## src/rtl/alu.sv

```systemverilog
// Registered signed integer ALU: one operation per cycle, one-cycle latency.
// CMP updates only the flags and NOP opcodes hold both result and flags.
module alu #(
    parameter int W = 16
) (
    input  logic         clk,
    input  logic         rst,
    input  logic [4:0]   alu_op,
    input  logic [W-1:0] operandA,
    input  logic [W-1:0] operandB,
    output logic [W-1:0] resultAccumulator,
    output logic [3:0]   flags
);

    localparam int SW = $clog2(W);

    localparam logic [4:0] OP_ADD  = 5'b00000;
    localparam logic [4:0] OP_SUB  = 5'b00001;
    localparam logic [4:0] OP_MUL  = 5'b00010;
    localparam logic [4:0] OP_DIV  = 5'b00011;
    localparam logic [4:0] OP_AND  = 5'b00100;
    localparam logic [4:0] OP_OR   = 5'b00101;
    localparam logic [4:0] OP_XOR  = 5'b00110;
    localparam logic [4:0] OP_NOT  = 5'b00111;
    localparam logic [4:0] OP_CMP  = 5'b01000;
    localparam logic [4:0] OP_MOD  = 5'b01001;
    localparam logic [4:0] OP_LSL  = 5'b01010;
    localparam logic [4:0] OP_LSR  = 5'b01011;
    localparam logic [4:0] OP_ASR  = 5'b01100;
    localparam logic [4:0] OP_INC  = 5'b01101;
    localparam logic [4:0] OP_DEC  = 5'b01110;
    localparam logic [4:0] OP_PASS = 5'b01111;

    localparam logic [W-1:0] MIN_VAL = {1'b1, {(W-1){1'b0}}};
    localparam logic [W-1:0] ONE_VAL = {{(W-1){1'b0}}, 1'b1};

    // Signed overflow of a two's complement add: same-sign inputs, different-sign result.
    function automatic logic add_ovf(input logic sa, input logic sb, input logic sr);
        return (sa == sb) && (sr != sa);
    endfunction

    // Signed overflow of a subtract a-b: differing-sign inputs, result sign differs from a.
    function automatic logic sub_ovf(input logic sa, input logic sb, input logic sr);
        return (sa != sb) && (sr != sa);
    endfunction

    logic [W-1:0]          res_q, res_d;
    logic [3:0]            flags_q, flags_d;

    logic [W:0]            add_s, sub_s, inc_s, dec_s;
    logic signed [2*W-1:0] prod_s;
    logic                  mul_ovf_s;
    logic [SW-1:0]         sh_s;
    logic [W:0]            shl_s, shr_s;
    logic signed [W:0]     asr_s;
    logic                  b_zero_s, div_ovf_s;

    logic [W-1:0]          val_s;
    logic                  c_s, v_s, keep_res_s, nop_s;

    assign add_s     = {1'b0, operandA} + {1'b0, operandB};
    assign sub_s     = {1'b0, operandA} - {1'b0, operandB};
    assign inc_s     = {1'b0, operandA} + {1'b0, ONE_VAL};
    assign dec_s     = {1'b0, operandA} - {1'b0, ONE_VAL};
    assign prod_s    = $signed(operandA) * $signed(operandB);
    assign mul_ovf_s = (prod_s != {{W{prod_s[W-1]}}, prod_s[W-1:0]});
    assign b_zero_s  = (operandB == {W{1'b0}});
    assign div_ovf_s = (operandA == MIN_VAL) && (operandB == {W{1'b1}});

    // The extra guard bit on each shift catches the last bit shifted out (zero when S=0).
    assign sh_s  = operandB[SW-1:0];
    assign shl_s = {1'b0, operandA} << sh_s;
    assign shr_s = {operandA, 1'b0} >> sh_s;
    assign asr_s = $signed({operandA, 1'b0}) >>> sh_s;

    // Operation select: value to write, carry and overflow, and hold qualifiers.
    always_comb begin
        val_s      = {W{1'b0}};
        c_s        = 1'b0;
        v_s        = 1'b0;
        keep_res_s = 1'b0;
        nop_s      = 1'b0;
        case (alu_op)
            OP_ADD: begin
                val_s = add_s[W-1:0];
                c_s   = add_s[W];
                v_s   = add_ovf(operandA[W-1], operandB[W-1], add_s[W-1]);
            end
            OP_SUB, OP_CMP: begin
                val_s      = sub_s[W-1:0];
                c_s        = sub_s[W];
                v_s        = sub_ovf(operandA[W-1], operandB[W-1], sub_s[W-1]);
                keep_res_s = (alu_op == OP_CMP);
            end
            OP_MUL: begin
                val_s = prod_s[W-1:0];
                v_s   = mul_ovf_s;
            end
            OP_DIV: begin
                if (b_zero_s) begin
                    val_s = {W{1'b0}};
                    v_s   = 1'b1;
                end else if (div_ovf_s) begin
                    val_s = MIN_VAL;
                    v_s   = 1'b1;
                end else begin
                    val_s = $signed(operandA) / $signed(operandB);
                end
            end
            OP_MOD: begin
                if (b_zero_s) begin
                    val_s = {W{1'b0}};
                    v_s   = 1'b1;
                end else if (div_ovf_s) begin
                    val_s = {W{1'b0}};
                end else begin
                    val_s = $signed(operandA) % $signed(operandB);
                end
            end
            OP_AND:  val_s = operandA & operandB;
            OP_OR:   val_s = operandA | operandB;
            OP_XOR:  val_s = operandA ^ operandB;
            OP_NOT:  val_s = ~operandA;
            OP_LSL: begin
                val_s = shl_s[W-1:0];
                c_s   = shl_s[W];
            end
            OP_LSR: begin
                val_s = shr_s[W:1];
                c_s   = shr_s[0];
            end
            OP_ASR: begin
                val_s = asr_s[W:1];
                c_s   = asr_s[0];
            end
            OP_INC: begin
                val_s = inc_s[W-1:0];
                c_s   = inc_s[W];
                v_s   = add_ovf(operandA[W-1], 1'b0, inc_s[W-1]);
            end
            OP_DEC: begin
                val_s = dec_s[W-1:0];
                c_s   = dec_s[W];
                v_s   = sub_ovf(operandA[W-1], 1'b0, dec_s[W-1]);
            end
            OP_PASS: val_s = operandB;
            default: nop_s = 1'b1;
        endcase
    end

    // Next-state selection honouring CMP result hold and NOP full hold.
    always_comb begin
        if (nop_s) begin
            res_d   = res_q;
            flags_d = flags_q;
        end else if (keep_res_s) begin
            res_d   = res_q;
            flags_d = {(val_s == {W{1'b0}}), val_s[W-1], c_s, v_s};
        end else begin
            res_d   = val_s;
            flags_d = {(val_s == {W{1'b0}}), val_s[W-1], c_s, v_s};
        end
    end

    // Output register stage with synchronous reset.
    always_ff @(posedge clk) begin
        if (rst) begin
            res_q   <= {W{1'b0}};
            flags_q <= 4'b0000;
        end else begin
            res_q   <= res_d;
            flags_q <= flags_d;
        end
    end

    assign resultAccumulator = res_q;
    assign flags             = flags_q;

endmodule

```

## config.mk

```make
export PLATFORM = sky130hd
export DESIGN_NAME = alu
export DESIGN_NICKNAME = d
export VERILOG_FILES = /design/src/rtl/alu.sv
export SDC_FILE = /design/constraint.sdc
export NUM_CORES = 2
export LEC_CHECK = 0
export CAP_MARGIN = 20
export CORE_ASPECT_RATIO = 1.1
export CORE_MARGIN = 4
export CORE_UTILIZATION = 55
export CTS_CLUSTER_SIZE = 28
export DETAILED_ROUTE_END_ITERATION = 12
export GPL_ROUTABILITY_DRIVEN = 1
export HOLD_SLACK_MARGIN = 0.12
export PLACE_DENSITY = 0.75
export SYNTH_ARGS = -nofsm -noshare
export SYNTH_HDL_FRONTEND = slang
export SYNTH_SLANG_ARGS = --single-unit
```

## constraint.sdc

```tcl
create_clock -name clk -period 43 [get_ports clk]
set_clock_uncertainty 0.2 [all_clocks]
set_input_delay 10.75 -clock clk [delete_from_list [all_inputs] [get_ports clk]]
set_output_delay 10.75 -clock clk [all_outputs]
set_load 0.05 [all_outputs]
```

; ---- Yosys cells after proc, flatten, opt, wreduce, memory -nomap -nowiden
; Index checks and enable logic that the tools add are counted.
[classes]
mux = 11
n_eq_ne = 24
n_reduce_logical = 11
mul = 1
n_shift = 3
div = 2
bitwise_logic = 6
addsub = 4
[op_table]
columns = operator, count
row1 = 16-bit one-hot mux with 15 select lines, 1
row2 = 16-bit 2-to-1 mux, 4
row3 = 5-bit by 4-bit equality test with 1-bit output (second input constant), 8
row4 = 16-bit equality test (second input constant), 2
row5 = 16-bit zero test, 2
row6 = 16-bit by 16-bit multiplier with 32-bit output, 1
row7 = 5-bit by 3-bit equality test with 1-bit output (second input constant), 4
row8 = 16-bit by 1-bit adder with 17-bit output (second input constant), 1
row9 = 16-bit by 16-bit adder with 17-bit output, 1
row10 = 16-bit by 4-bit left shift with 17-bit output, 1
row11 = 17-bit by 4-bit >> shifter with 17-bit output, 1
row12 = 17-bit by 4-bit >>> shifter with 17-bit output, 1
row13 = 16-bit by 1-bit subtractor with 17-bit output (second input constant), 1
row14 = 16-bit by 16-bit subtractor with 17-bit output, 1
row15 = 16-bit bitwise AND, 1
row16 = 16-bit by 16-bit divider with 16-bit output, 1
row17 = 16-bit by 16-bit remainder unit with 16-bit output, 1
row18 = 16-bit inequality test, 1
row19 = 16-bit inverter, 1
row20 = 16-bit bitwise OR, 1
row21 = 16-bit OR reduction, 1
row22 = 16-bit XOR, 1
row23 = 1-bit one-hot mux with 7 select lines, 2
row24 = 5-bit by 2-bit equality test with 1-bit output (second input constant), 2
row25 = 9 further kinds, 21
[totals]
input_bits = 39
elab_cells = 64
reg_bits = 20

; ---- Depth between registers and ports, before layout
[logic_depth]
depth_word = 6
mapped_depth = 158
mapped_depth_nobuf = 145

; ---- Worst setup path before layout
; No wires, ideal clock.
[synth_path]
path_kind = input -> register
startpoint = input port operandB[0]
endpoint = register flags_q[3] (netlist: flags[3])
t_required_ps = 42724
t_arrival_ps = 41554
n_path_buf = 14
setup_time_ps = 76
path_stages = 147
path_slack_ps = 1170
path_cell_list = buf_1 inv_1 clkbuf_1 buf_1 ha_1 or4b_4 a2111oi_0 a211o_1 nand4_1 buf_2 nor3_1 a21oi_1 a21oi_1 ha_1 o21a_1 nor2_1 nor3_1 a21oi_1 [... 111 more ...] o21ai_0 ha_1 nor3_1 inv_1 o221ai_1 a21oi_1 o22a_1 inv_1 o311ai_0 o22ai_1 a31oi_1 nor3_2 nand4b_1 o41ai_1 xor2_1 a21oi_1 nand4_1 o22ai_1
[synth_between]
elab_chain_cells = 6
[synth_rtl]
columns = item, line_no
row1 = start: declaration, 10  ; input logic [W-1:0] operandB,
row2 = branches (longest 4 deep; another with 16-bit by 16-bit remainder unit with 16-bit output), --
row3 = 16-bit one-hot mux with 15 select lines *, 83  ; case (alu_op)
row4 = 16-bit zero test *, "158, 161"
row5 = end signal: assignment, 172  ; flags_q <= flags_d;
row6 = end: declaration, 48  ; logic [3:0] flags_q, flags_d;
; Every way passes the cells marked *.
; A chain may end at the register's enable or synchronous reset.

; ---- Worst setup path after layout
[layout_path]
startpoint = input port operandB[8]
endpoint = register flags_q[3] (netlist: flags[3])
; The elaborated chain is that of the path after synthesis.

==> flow_summary.ini <==
[clock_tree]
clock_path_buffers = 2
cts_buffers = 3
cts_sinks = 20
cts_root_buf = clkbuf_16
cts_tree = yes
htree_levels = 1
postCtsHoldBufs = 0
clk_latency_ns = 0.27
path_clk_slew_ns = 0.06

[setup_path]
crit_top_cell = ha_1
required_ns = 42.98
worst_r2r_path_depth = 5
cp_max_fo = 16
cp.arrival_ns = 41.67
r2r_start = flags[0]$_SDFFE_PP0P_
path_buf_inv = 18
setup.worst_path.class = in -> reg
end_kind = flip-flop
cp-start-kind = input port
path_delay_family = compound AO/OA/AOI/OAI gates
crit_slowest_cell = a221oi_1
r2r-end = flags[0]$_SDFFE_PP0P_
cp-startpoint = operandB[8]
rrSetupSlack_ns = 40.45
cpPeakStageDelay_ns = 0.59
crit_end = flags[3]$_SDFFE_PP0P_
crit_cells = 144

[sta]
post-route-min-period_ns = 41.68
period_share = 0.969
final-hold-violation-count = 0
worstMarginPinSlew_ns = 1.12
fmax_mhz = 24.0
setup_viol = 0
finalSetupTns_ns = 0
whs_ns = 0.293
maxSlewViolCount = 0
maxSlewHeadroom = 0.255

[routing]
num_vias = 27000
avgRoutedWirePerCell_um = 25.0
first_pass_iters = 9
drc = 0
drt_iter0_markers = 3342
postRouteAntennaNets = 0
avgViaCountPerCell = 6.78
routed_wl_um = 99400

[global_route]
grtUsageTotal = 0.398
antenna_found_initial = 8
grt_max_degree = 55
grt_pass1_vias = 26400
grt_pass1_wl_um = 153000
gr-total-overflow = 0

[synth]
synth_top_family_by_area = adder cells
yosysUniqueCellTypes = 108
yosys.area_share.simple = 0.222
synthesis.area_mm2 = 0.0246
synth_top_area_frac = 0.216
synth_compound_area_frac = 0.236
synth_area_leader_cell = fa_1
synthXorXnorAreaFrac = 0.0591
seq_area_frac_synth = 0.0163
synth-main-ff-cell = dfxtp_1
ys_ff_latch = 20
synthCells = 3349
synthMuxAreaShare = 0.0213
ys_warn_count = 0
synth_area_leaders = fa_1, ha_1, nor2_1, inv_1, nand2_1
synthTopCellsByCount = nor2_1, inv_1, nand2_1
syn_area_per_cell_um2 = 7.34
synth_fa_ha_area_frac = 0.357
synth_edf_count = 0
synthesis.nets = 3931
synth_most_common_cell = nor2_1
async_reset_ff_frac = 0

[floorplan]
core_area_mm2 = 0.0444
dieWidth_um = 210
initial_core_util = 0.554
num_rows = 81
io-pin-count = 59
die_area_mm2 = 0.0482
chipHeight_um = 230

[cells_and_area]
finish.utilization = 0.602
final_layout_size_suffix_gt1_frac = 0.0885
area_growth_pct = 8.66
post_layout_nonfiller_instances = 3976
num-fill-cells = 4083
fin_nets = 3972

[place]
dp.cells = 3949
dp_hpwl_um = 79200
gp_congestion = 1.12
port-buffer-count = 58

[power]
design_power_total_w = 0.00237
p_per_area_mw_per_mm2 = 88.6
peakVddDrop_mv = 0.254
p_leak_nw = 12.2

[outcome]
outcome = completed

[worst_hold_path]
holdCritPathClass = reg -> reg

[run]
maxCapViolCount = 0
stage by stage:
stage          setup slack, ns  instance area [um^2]
2_1_floorplan             1.17                 24600
3_3_place_gp             0.473                 26200
3_5_place_dp            -0.386                 26200
4_1_cts                 0.0295                 26300
5_1_grt                 -0.169                 26700
6_report                  1.32                 26700
sequential cells by signal, indices dropped and copies added (netlist names):
name,count
resultAccumulator,16
flags,4
tightest hold or removal path, cell delays in order (launching register included):
cell and delay, ns:
dfxtp_1 0.33, nand2_1 0.06, a21oi_1 0.06
where the power goes:
part	total [W]	internal, W	switching, W
Clock	0.0000234	0.0000143	0.00000915
Sequential	0.0000221	0.0000206	0.00000152
Combinational	0.00232	0.000910	0.00141
cell usage in the layout (no fill, tap or decap), types with 16 or more instances in the layout:
master             n
mux2i_1           28
clkdlybuf4s50_1   48
o22ai_1           21
nand2b_1          36
nand3_1           85
xnor2_1          116
buf_4            135
and2_1            25
nand4_1           35
inv_1            384
fa_1             265
ha_1             278
and3_1            17
dfxtp_1           20
a22oi_1           16
nor3_1            89
a21oi_1          188
nand2_1          287
nor2_1           430
a21o_1            53
or3_1             35
o211ai_1          35
a211oi_1          27
nor2b_1           24
o31ai_1           21
a31oi_1           38
o21a_1            42
xor2_1            48
o21ai_0          164
a221oi_1          20
layer usage:
layer	track usage	routed length (um)
met4	0.194	6480
met5	0	30
met1	0.540	38200
met3	0.0973	13000
met2	0.595	41700
logic make-up (layout without fill, tap and decap cells):
family / count (synthesis) / after routing
buffers and inverters: 559 / 598
DFF: 20 / 20
and+or+nand+nor: 1169 / 1170
muxes: 48 / 48
xor gates and xnor gates: 166 / 166
AOI/OAI and AO/OA: 844 / 844
adders and majority gates: 543 / 543
other: 0 / 6
cell type report:
type,instances,area [um^2],share of cell area
Clock buffer,4,88.8,0.00332
Timing Repair Buffer,199,1640,0.0612
Tap cell,581,727,0.0272
Inverter,395,1480,0.0555
Antenna cell,6,15.0,0.000562
Sequential cell,20,400,0.0150
Multi-Input combinational cell,2771,22400,0.837
how the worst min path moves through the flow:
stage / start / cells past startpoint / end / slack, ns
2_1_floorplan: flags[2]$_SDFFE_PP0P_ / 2 / flags[2]$_SDFFE_PP0P_ / 0.48
3_3_place_gp: resultAccumulator[11]$_SDFFE_PP0P_ / 2 / resultAccumulator[11]$_SDFFE_PP0P_ / 0.27
3_5_place_dp: resultAccumulator[10]$_SDFFE_PP0P_ / 2 / resultAccumulator[10]$_SDFFE_PP0P_ / 0.29
4_1_cts: resultAccumulator[10]$_SDFFE_PP0P_ / 2 / resultAccumulator[10]$_SDFFE_PP0P_ / 0.30
5_1_grt: resultAccumulator[14]$_SDFFE_PP0P_ / 2 / resultAccumulator[14]$_SDFFE_PP0P_ / 0.33
6_report: flags[2]$_SDFFE_PP0P_ / 2 / flags[2]$_SDFFE_PP0P_ / 0.29
what timing repair did:
action,CTS,global route
resized for setup,1,73
setup buffers,0,14
endpoints found under the setup margin,4,18
pin swaps,0,14
gates cloned,0,1
Power figures use the tool's default switching activity.
